### config.mk
export PLATFORM = sky130hd
export DESIGN_NAME = vm_purchase_ctrl
export DESIGN_NICKNAME = d
export VERILOG_FILES = /design/src/rtl/vm_pkg.sv /design/src/rtl/vm_slot_table.sv /design/src/rtl/vm_purchase_ctrl.sv
export SDC_FILE = /design/constraint.sdc
export NUM_CORES = 1
export LEC_CHECK = 0
export BUFFER_PORTS_ARGS = -buffer_cell sky130_fd_sc_hd__buf_2
export CORE_ASPECT_RATIO = 2
export CORE_MARGIN = 2
export CORE_UTILIZATION = 50
export DETAILED_ROUTE_END_ITERATION = 8
export PLACE_DENSITY = 0.74
export SKIP_LAST_GASP = 1
export SLEW_MARGIN = 20
export SYNTH_ARGS = -nofsm -noshare
export SYNTH_HDL_FRONTEND = slang
export SYNTH_SLANG_ARGS = --single-unit
### constraint.sdc
create_clock -name clk -period 5.77 [get_ports clk]
set_input_delay 1.731 -clock clk [delete_from_list [all_inputs] [get_ports clk]]
set_output_delay 1.731 -clock clk [all_outputs]
set_load 0.02 [all_outputs]
### src/rtl/vm_pkg.sv
// Shared types and constants for the vending-machine purchase sequencer.
// The slot-table entry layout is {tag[7:6], count[5:3], price[2:0]}.
package vm_pkg;

  localparam int MONEY_W = 4;
  localparam int ENTRY_W = 8;

  localparam int TAG_MSB   = 7;
  localparam int TAG_LSB   = 6;
  localparam int COUNT_MSB = 5;
  localparam int COUNT_LSB = 3;
  localparam int PRICE_MSB = 2;
  localparam int PRICE_LSB = 0;

  typedef enum logic [2:0] {
    ST_IDLE,
    ST_COLLECT,
    ST_CHECK,
    ST_DISPENSE,
    ST_CHANGE
  } state_t;

  typedef struct packed {
    logic [TAG_MSB-TAG_LSB:0]     tag;
    logic [COUNT_MSB-COUNT_LSB:0] count;
    logic [PRICE_MSB-PRICE_LSB:0] price;
  } slot_t;

  // Full-width product: 7*7 = 49 still fits in 6 bits.
  function automatic logic [5:0] cost_of(input logic [2:0] n, input logic [2:0] price);
    return {3'b000, n} * {3'b000, price};
  endfunction

endpackage

### src/rtl/vm_slot_table.sv
// Slot table: SLOTS x 8-bit register file, one combinational read port and one
// write port shared by configuration writes and the stock decrement on grant.
module vm_slot_table
  import vm_pkg::*;
#(
  parameter int SLOTS = 4,
  parameter int AW    = 2
) (
  input  logic          clk,
  input  logic          rst_n,
  input  logic          cfg_we,
  input  logic [AW-1:0] cfg_addr,
  input  slot_t         cfg_data,
  input  logic          dec_we,
  input  logic [AW-1:0] dec_addr,
  input  logic [2:0]    dec_count,
  input  logic [AW-1:0] rd_addr,
  output slot_t         rd_data
);

  slot_t         entries [SLOTS];
  logic          wr_en;
  logic [AW-1:0] wr_addr;
  slot_t         wr_data;

  // The controller only raises dec_we in CHECK and cfg_we in IDLE, so the
  // two sources never collide.
  always_comb begin
    // NOTE: every output of this block gets a default first, so no path can infer a latch.
    wr_en   = cfg_we | dec_we;
    wr_addr = cfg_addr;
    wr_data = cfg_data;
    if (dec_we) begin
      wr_addr       = dec_addr;
      wr_data       = entries[dec_addr];
      wr_data.count = entries[dec_addr].count - dec_count;
    end
  end

  always_ff @(posedge clk or negedge rst_n) begin
    if (!rst_n) begin
      // NOTE: the table is built from flops, so the async reset clears every entry.
      for (int i = 0; i < SLOTS; i++) entries[i] <= '0;
    end else if (wr_en) begin
      entries[wr_addr] <= wr_data;
    end
  end

  assign rd_data = entries[rd_addr];

endmodule

### src/rtl/vm_purchase_ctrl.sv
// Purchase sequencer: coin credit, stock/price check, item dispense handshake
// and change return, sharing the slot table with restock/config writes.
module vm_purchase_ctrl
  import vm_pkg::*;
#(
  parameter int SLOTS   = 4,
  parameter int MONEY_W = vm_pkg::MONEY_W,
  parameter int TIMEOUT = 200
) (
  input  logic               clk,
  input  logic               rst_n,
  input  logic               coin_valid,
  input  logic [MONEY_W-1:0] coin_value,
  output logic               coin_reject,
  input  logic               sel_valid,
  input  logic [1:0]         sel_tag,
  input  logic [2:0]         sel_count,
  input  logic               cancel,
  output logic               grant,
  output logic               deny,
  output logic               disp_valid,
  output logic [1:0]         disp_tag,
  input  logic               disp_ready,
  output logic               change_valid,
  output logic [MONEY_W-1:0] change_amount,
  input  logic               cfg_we,
  input  logic [1:0]         cfg_addr,
  input  logic [7:0]         cfg_data,
  output logic               cfg_busy,
  output logic               busy
);

  localparam int TMR_W = (TIMEOUT > 1) ? $clog2(TIMEOUT) : 1;

  state_t             state;
  logic [MONEY_W-1:0] credit;
  logic [2:0]         remaining;
  logic [1:0]         sel_tag_q;
  logic [2:0]         sel_count_q;
  logic [TMR_W-1:0]   tmr;

  slot_t              rd_entry;
  logic [5:0]         cost;
  logic               grant_ok;
  logic [MONEY_W:0]   coin_sum;
  logic               coin_fits;
  logic               tmo_hit;
  logic               tbl_cfg_we;
  logic               tbl_dec_we;

  assign cost      = cost_of(sel_count_q, rd_entry.price);
  assign grant_ok  = (sel_count_q != 3'd0) && (sel_count_q <= rd_entry.count) &&
                     (32'(credit) >= 32'(cost));
  assign coin_sum  = {1'b0, credit} + {1'b0, coin_value};
  assign coin_fits = !coin_sum[MONEY_W];
  assign tmo_hit   = (TIMEOUT != 0) && (tmr == TMR_W'(TIMEOUT - 1));

  assign tbl_cfg_we = cfg_we && (state == ST_IDLE);
  assign tbl_dec_we = (state == ST_CHECK) && grant_ok;

  vm_slot_table #(
    .SLOTS (SLOTS),
    .AW    (2)
  ) u_table (
    .clk       (clk),
    .rst_n     (rst_n),
    .cfg_we    (tbl_cfg_we),
    .cfg_addr  (cfg_addr),
    .cfg_data  (cfg_data),
    .dec_we    (tbl_dec_we),
    .dec_addr  (sel_tag_q),
    .dec_count (sel_count_q),
    .rd_addr   (sel_tag_q),
    .rd_data   (rd_entry)
  );

  assign busy     = (state != ST_IDLE);
  assign cfg_busy = (state != ST_IDLE);

  always_ff @(posedge clk or negedge rst_n) begin
    if (!rst_n) begin
      state         <= ST_IDLE;
      credit        <= '0;
      remaining     <= '0;
      sel_tag_q     <= '0;
      sel_count_q   <= '0;
      tmr           <= '0;
      coin_reject   <= 1'b0;
      grant         <= 1'b0;
      deny          <= 1'b0;
      disp_valid    <= 1'b0;
      disp_tag      <= '0;
      change_valid  <= 1'b0;
      change_amount <= '0;
    end else begin
      // NOTE: state uses <= only, so every branch below sees pre-edge values.
      coin_reject   <= 1'b0;
      grant         <= 1'b0;
      deny          <= 1'b0;
      change_valid  <= 1'b0;
      change_amount <= '0;

      unique case (state)
        ST_IDLE: begin
          if (cfg_we) begin
            coin_reject <= coin_valid;
          end else if (sel_valid) begin
            sel_tag_q   <= sel_tag;
            sel_count_q <= sel_count;
            coin_reject <= coin_valid;
            state       <= ST_CHECK;
          end else if (coin_valid) begin
            credit <= coin_value;
            tmr    <= '0;
            state  <= ST_COLLECT;
          end
        end

        ST_COLLECT: begin
          if (cancel) begin
            coin_reject   <= coin_valid;
            change_valid  <= 1'b1;
            change_amount <= credit;
            state         <= ST_CHANGE;
          end else if (sel_valid) begin
            sel_tag_q   <= sel_tag;
            sel_count_q <= sel_count;
            coin_reject <= coin_valid;
            state       <= ST_CHECK;
          end else if (coin_valid) begin
            // A refused coin still counts as activity for the timeout.
            tmr <= '0;
            if (coin_fits) credit <= coin_sum[MONEY_W-1:0];
            else           coin_reject <= 1'b1;
          end else if (tmo_hit) begin
            change_valid  <= 1'b1;
            change_amount <= credit;
            state         <= ST_CHANGE;
          end else if (TIMEOUT != 0) begin
            tmr <= tmr + TMR_W'(1);
          end
        end

        ST_CHECK: begin
          coin_reject <= coin_valid;
          if (grant_ok) begin
            grant      <= 1'b1;
            credit     <= credit - MONEY_W'(cost);
            remaining  <= sel_count_q;
            disp_valid <= 1'b1;
            disp_tag   <= rd_entry.tag;
            state      <= ST_DISPENSE;
          end else begin
            deny  <= 1'b1;
            tmr   <= '0;
            state <= (credit != '0) ? ST_COLLECT : ST_IDLE;
          end
        end

        ST_DISPENSE: begin
          coin_reject <= coin_valid;
          if (disp_ready) begin
            remaining <= remaining - 3'd1;
            if (remaining == 3'd1) begin
              disp_valid <= 1'b0;
              disp_tag   <= '0;
              if (credit != '0) begin
                change_valid  <= 1'b1;
                change_amount <= credit;
                state         <= ST_CHANGE;
              end else begin
                state <= ST_IDLE;
              end
            end
          end
        end

        ST_CHANGE: begin
          coin_reject <= coin_valid;
          credit      <= '0;
          state       <= ST_IDLE;
        end

        default: state <= ST_IDLE;
      endcase
    end
  end

endmodule
Word-level counts from Yosys, hierarchy flattened
Index checks and enable logic that the tools add are counted.

storage, ports and cells
  register bits = 66
  output and inout port bits = 13
  input bits = 26

cells by class
  $lt $le $gt $ge = 5
  multiplexer cells = 85
  equal/unequal tests = 21
  bitwise operators = 3
  $mul = 1
  reductions and logical operators = 20
  add/sub/neg operators = 5

operators with widths
  cell                   count
  $mux W8                12
  $mux W4                15
  $mux W3                15
  $bwmux W32             1
  $pmux W8 S3            1
  $ne A2 B2 Y1 const B   11
  $mux W1                21
  $bmux W8 S2            1
  $demux W8 S2           1
  $mux W2                8
  $pmux W4 S4            1
  $pmux W3 S2            2
  $pmux W3 S4            1
  $reduce_and A9 Y1      1
  $reduce_bool A3 Y1     3
  $add A8 B1 Y8 const B  1
  $eq A8 B8 Y1 const B   1
  $ne A4 B4 Y1 const B   2
  $pmux W2 S2            2
  $pmux W4 S2            1
  $reduce_and A8 Y1      1
  $reduce_bool A4 Y1     2
  $eq A3 B1 Y1 const B   2
  $eq A3 B2 Y1 const B   2
  22 further kinds       32

Longest topological paths before layout
  word-level depth = 15
  depth in mapped cells = 16
  gate-level depth less buffers = 14

Modules after synthesis
A second synthesis with hierarchy kept.

second synthesis, totals
  cell total of the unflattened synthesis = 381
  area total of the unflattened synthesis = 4244.1 µm²

modules (own cells, without submodules)
  module            cells an instance  instances  seq. area each (µm²)  area an instance (µm²)
  vm_purchase_ctrl  267                1          850.8                 2411.1
  vm_slot_table     114                1          800.8                 1833.0

Worst setup path before layout
No wires, ideal clock.

  path kind = register to register
  start point = register sel_tag_q[0]
  end point = register u_table.entries[10] (netlist bit)
  required time = 5.645 ns
  setup slack = 1.400 ns
  stages on the path, launching flop included = 16
  clock period less this slack = 4.370 ns
  arrival = 4.246 ns
  path through = dfrtp_1 -> buf_1 -> mux4_2 -> nand2_1 -> fa_1 -> inv_1 -> ha_1 -> fa_1 -> inv_1 -> ha_1 -> o21ai_0 -> a31oi_1 -> o21ai_1 -> nor2_4 -> a32oi_2 -> mux2_2

on the way
  cells in the longest elaborated chain, start to end = 15

RTL lines
  element                                                                    RTL line                                        RTL
  from (decl)                                                                vm_purchase_ctrl.sv:38                          logic [1:0] sel_tag_q;
  from (signal assigned)                                                     vm_purchase_ctrl.sv:108                         sel_tag_q <= sel_tag;
  from (signal assigned)                                                     vm_purchase_ctrl.sv:126                         sel_tag_q <= sel_tag;
  $not A2 Y3 (implied by the code)                                           vm_slot_table.sv:35, vm_slot_table.sv:49
  $bmux W8 S2                                                                vm_slot_table.sv:35, vm_slot_table.sv:49
  $mux W8 (2 in series)                                                      n/a
  $mul A3 B3 Y6 / $le A3 B3 Y1 (equally long branches)                       vm_pkg.sv:31, vm_purchase_ctrl.sv:52
  $ge A4 B6 Y1 / $logic_and A1 B1 Y1 (equally long branches)                 vm_purchase_ctrl.sv:53, vm_purchase_ctrl.sv:52
  $logic_and A1 B1 Y1                                                        vm_purchase_ctrl.sv:52                          assign grant_ok = (sel_count_q != 3'd0) && (sel_count_q <= rd_entry.count) &&
  $logic_and A1 B1 Y1                                                        vm_purchase_ctrl.sv:59                          assign tbl_dec_we = (state == ST_CHECK) && grant_ok;
  $mux W2                                                                    vm_slot_table.sv:33                             if (dec_we) begin
  $not A2 Y3 (implied by the code)                                           vm_slot_table.sv:45                             entries[wr_addr] <= wr_data;
  $ge A3 B3 Y1 (implied by the code) / $lt A3 B1 Y1 (equally long branches)  vm_slot_table.sv:45
  $logic_and A1 B1 Y1 (implied by the code)                                  vm_slot_table.sv:45
  $mux W8 (implied by the code)                                              vm_slot_table.sv:45
  $demux W8 S2                                                               vm_slot_table.sv:45
  $bwmux W32                                                                 vm_slot_table.sv:45
  to (signal, indexed assignment)                                            vm_slot_table.sv:45
  to (decl)                                                                  vm_slot_table.sv:21                             slot_t entries [SLOTS];

Several ways; a longest one is shown, not always the timed one. The select of a mux whose other input is x is not followed.
A chain may end at the register's enable or synchronous reset.

Worst setup path in the final report
  start point = register sel_tag_q[0]
  end point = register u_table.entries[30] (netlist bit)

Same word-level chain as after synthesis.

==> summary.txt <==
Global routing
  • GRT Residual Overflow: 0
  • First-pass GRT wire length: 14.4 mm
  • Largest net degree at the start of global routing: 41
  • Initial antenna violation count: 0
  • Vias in the first global route: just under 3,000
  • Tot GR Track Use: approximately 22%

Logic synthesis
  • Sequential fraction of the synthesis area: 41.7%
  • Cell count after synthesis: roughly 360
  • Yosys reg bits: 66
  • FFs w/ async S/R, synth: 100%
  • Synthesized cell area: 0.00396 sq mm
  • Main synth FF type: dfrtp_1
  • Post-synth EDFFs: 0
  • Yosys Warn Count: 0
  • Net Count, Synth: slightly above 400
  • Avg Cell Area, Syn: 11.0 sq um
  • Yosys cell types: 56

Cells and area
  • Nets: 444
  • Most frequent cells in the layout: 66 x dfrtp_1, 44 x mux2_2, 38 x buf_2, 24 x inv_1, 22 x o21ai_0
  • Area growth from synthesis to layout: 13.8%
  • Proportion of layout cells with a drive suffix above 1: a little under a third
  • Diodes inserted: 0
  • Commonest non-fill, non-tap cell in the layout: dfrtp_1

Worst setup path
  • Crit end category: register
  • Critical path class: register to register
  • Worst endpoint required time: 5.99 ns
  • CP arrival: 5.08 ns
  • Startpoint types: register
  • Largest fanout on the critical path: 16

Placement
  • Post-DP HPWL: around 6.1 mm
  • Final GP Congestion: 0.817
  • PortBufs: 38
  • Place WS: 0.928 ns

Timing
  • Final Hold Fails: 0
  • Period minus WS final: between 4 and 5 ns
  • Slew Limit Fails: 0
  • Final setup margin: 0.906 ns
  • Max Freq: slightly above 0.2 GHz
  • Final Skew: slightly below 0.009 ns
  • Final period utilization: 84.3%
  • Final setup vio count: 0
  • Slew @ Worst Pin: 0.896 ns
  • Total negative slack: 0 ns
  • RSZ-0062 raised after global routing: no
  • Rel. slew slack: 40.3%

Floorplan
  • Die area: slightly below 0.009 sq mm
  • Starting density of the core: roughly half
  • Die Width: around 67 um
  • CORE AREA: slightly below 0.008 sq mm
  • Die height: 130 um
  • Top Ports: 39
  • Rows: 46

CTS
  • CTS tree: done
  • Number of gates resized after cts: 0
  • CTS Hold Bufs: 0
  • Worst-Skew Late Latency: 0.34 ns
  • Post-CTS setup buffer count: 0
  • Sink Count: 66
  • Clk buf depth: 2
  • CTS Buf Count: 9
  • CTS root buf: clkbuf_16
  • Clock-pin slew on the worst setup and hold paths: 0.06 ns
  • H-Tree Depth: 3

Pwr
  • Pwr dens: 640 mW/mm^2
  • Total power: 2.89 mW
  • Leakage: 2.09 nW
  • Max IR drop VDD: roughly 0.35 mV

Drt
  • WL final: between 8 and 9 mm
  • DRT antenna net count: 0
  • TritonRoute pass-1 iters: 4
  • Vias: 2,845
  • DRC viols: 0
  • DR WL/cell: roughly 17 um
  • Iteration-0 DRC Markers: 170
  • Drt via density: 5.75

Run
  • Max Cap Viol: 0

Outcome
  • Status: complete, no violations

Hold path
  • Min-delay worst type: register to register
==> worst max-delay path, cell delays in order, from the launching register on <==
cell and delay (ns):
dfrtp_1 0.75, mux4_2 0.64, nand2_1 0.12, fa_1 0.41, inv_1 0.07, ha_1 0.20, fa_1 0.42, inv_1 0.06
ha_1 0.23, o21ai_0 0.08, a31oi_1 0.07, o21ai_1 0.46, nor2_4 0.20, a32oi_2 0.60, mux2_2 0.41
==> metrics by stage <==
step | instances | hold WS, ns | cell area, sq um | utilization (%)
after floorplan | 359 | 0.436 | 3960 | -
after global placement | 479 | 0.470 | 4200 | 53.7
after detailed placement | 479 | 0.463 | 4200 | 53.7
after CTS | 495 | 0.486 | 4510 | 57.6
after global routing | 495 | 0.506 | 4510 | 57.6
final | 495 | 0.486 | 4510 | 57.6
==> layout make-up <==
class	count	area (sq um)
fill	703	3320
multi-input combinational	253	2140
sequential	66	1650
clock buffer	9	225
timing repair buffer	39	198
tap	96	120
inverter	25	93.8
clock inverter	7	82.6
==> worst paths after layout <==
check	start	endpoint	slack, ns	cells past startpoint
max	sel_tag_q[0]	u_table.entries[30]	0.91	14
min	disp_valid	disp_valid	0.49	1
max reg2reg	sel_tag_q[0]	u_table.entries[30]	0.91	14
min reg2reg	disp_valid	disp_valid	0.49	1
max in group asynchronous	rst_n	u_table.entries[31]	3.36	2
min in group asynchronous	rst_n	state[2]	1.52	1
==> flip-flops by register name (all words and copies together), names as in the netlist, 2 cells and up <==
signal	cells
change_amount	4
credit	4
disp_tag	2
remaining	3
sel_count_q	3
sel_tag_q	2
state	3
tmr	8
u_table.entries	32
==> power by group <==
group | switching, mW | internal (mW)
Sequential | 0.196 | 0.651
Clock | 0.223 | 0.342
Combinational | 0.770 | 0.705
==> kinds of logic after synthesis <==
group | after synthesis | synth area share, %
simple gates | 95 | 12.7
flops | 66 | 41.7
buf+inv | 40 | 4.33
xor+xnor | 4 | 0.885
mux | 56 | 18.1
fa+ha+maj | 24 | 8.53
compound gates | 74 | 13.8
==> layer usage <==
metal	share of wire, %	vias to the layer above	GRT usage [%]
li1	-	1378	-
met1	43	1395	27.9
met2	51	59	37.2
met3	4.6	13	5.00
met4	1.6	0	8.04
met5	0	-	0
==> cells in the mapped netlist (all sizes together), types with 6 or more instances <==
master  number  area [sq um]
inv         25          93.8
mux2        44           495
buf          9          55.0
nand3       11          55.1
and2         7          43.8
ha          19           238
nand2       19          71.3
nand2b       8          52.6
dfrtp       66          1650
mux4         8           180
o21ai       28           144
nor2        20          82.6
o31ai        9          67.6
clkbuf       6          22.5
nor2b        6          37.5
No activity file was read; power rests on OpenSTA's default activity.
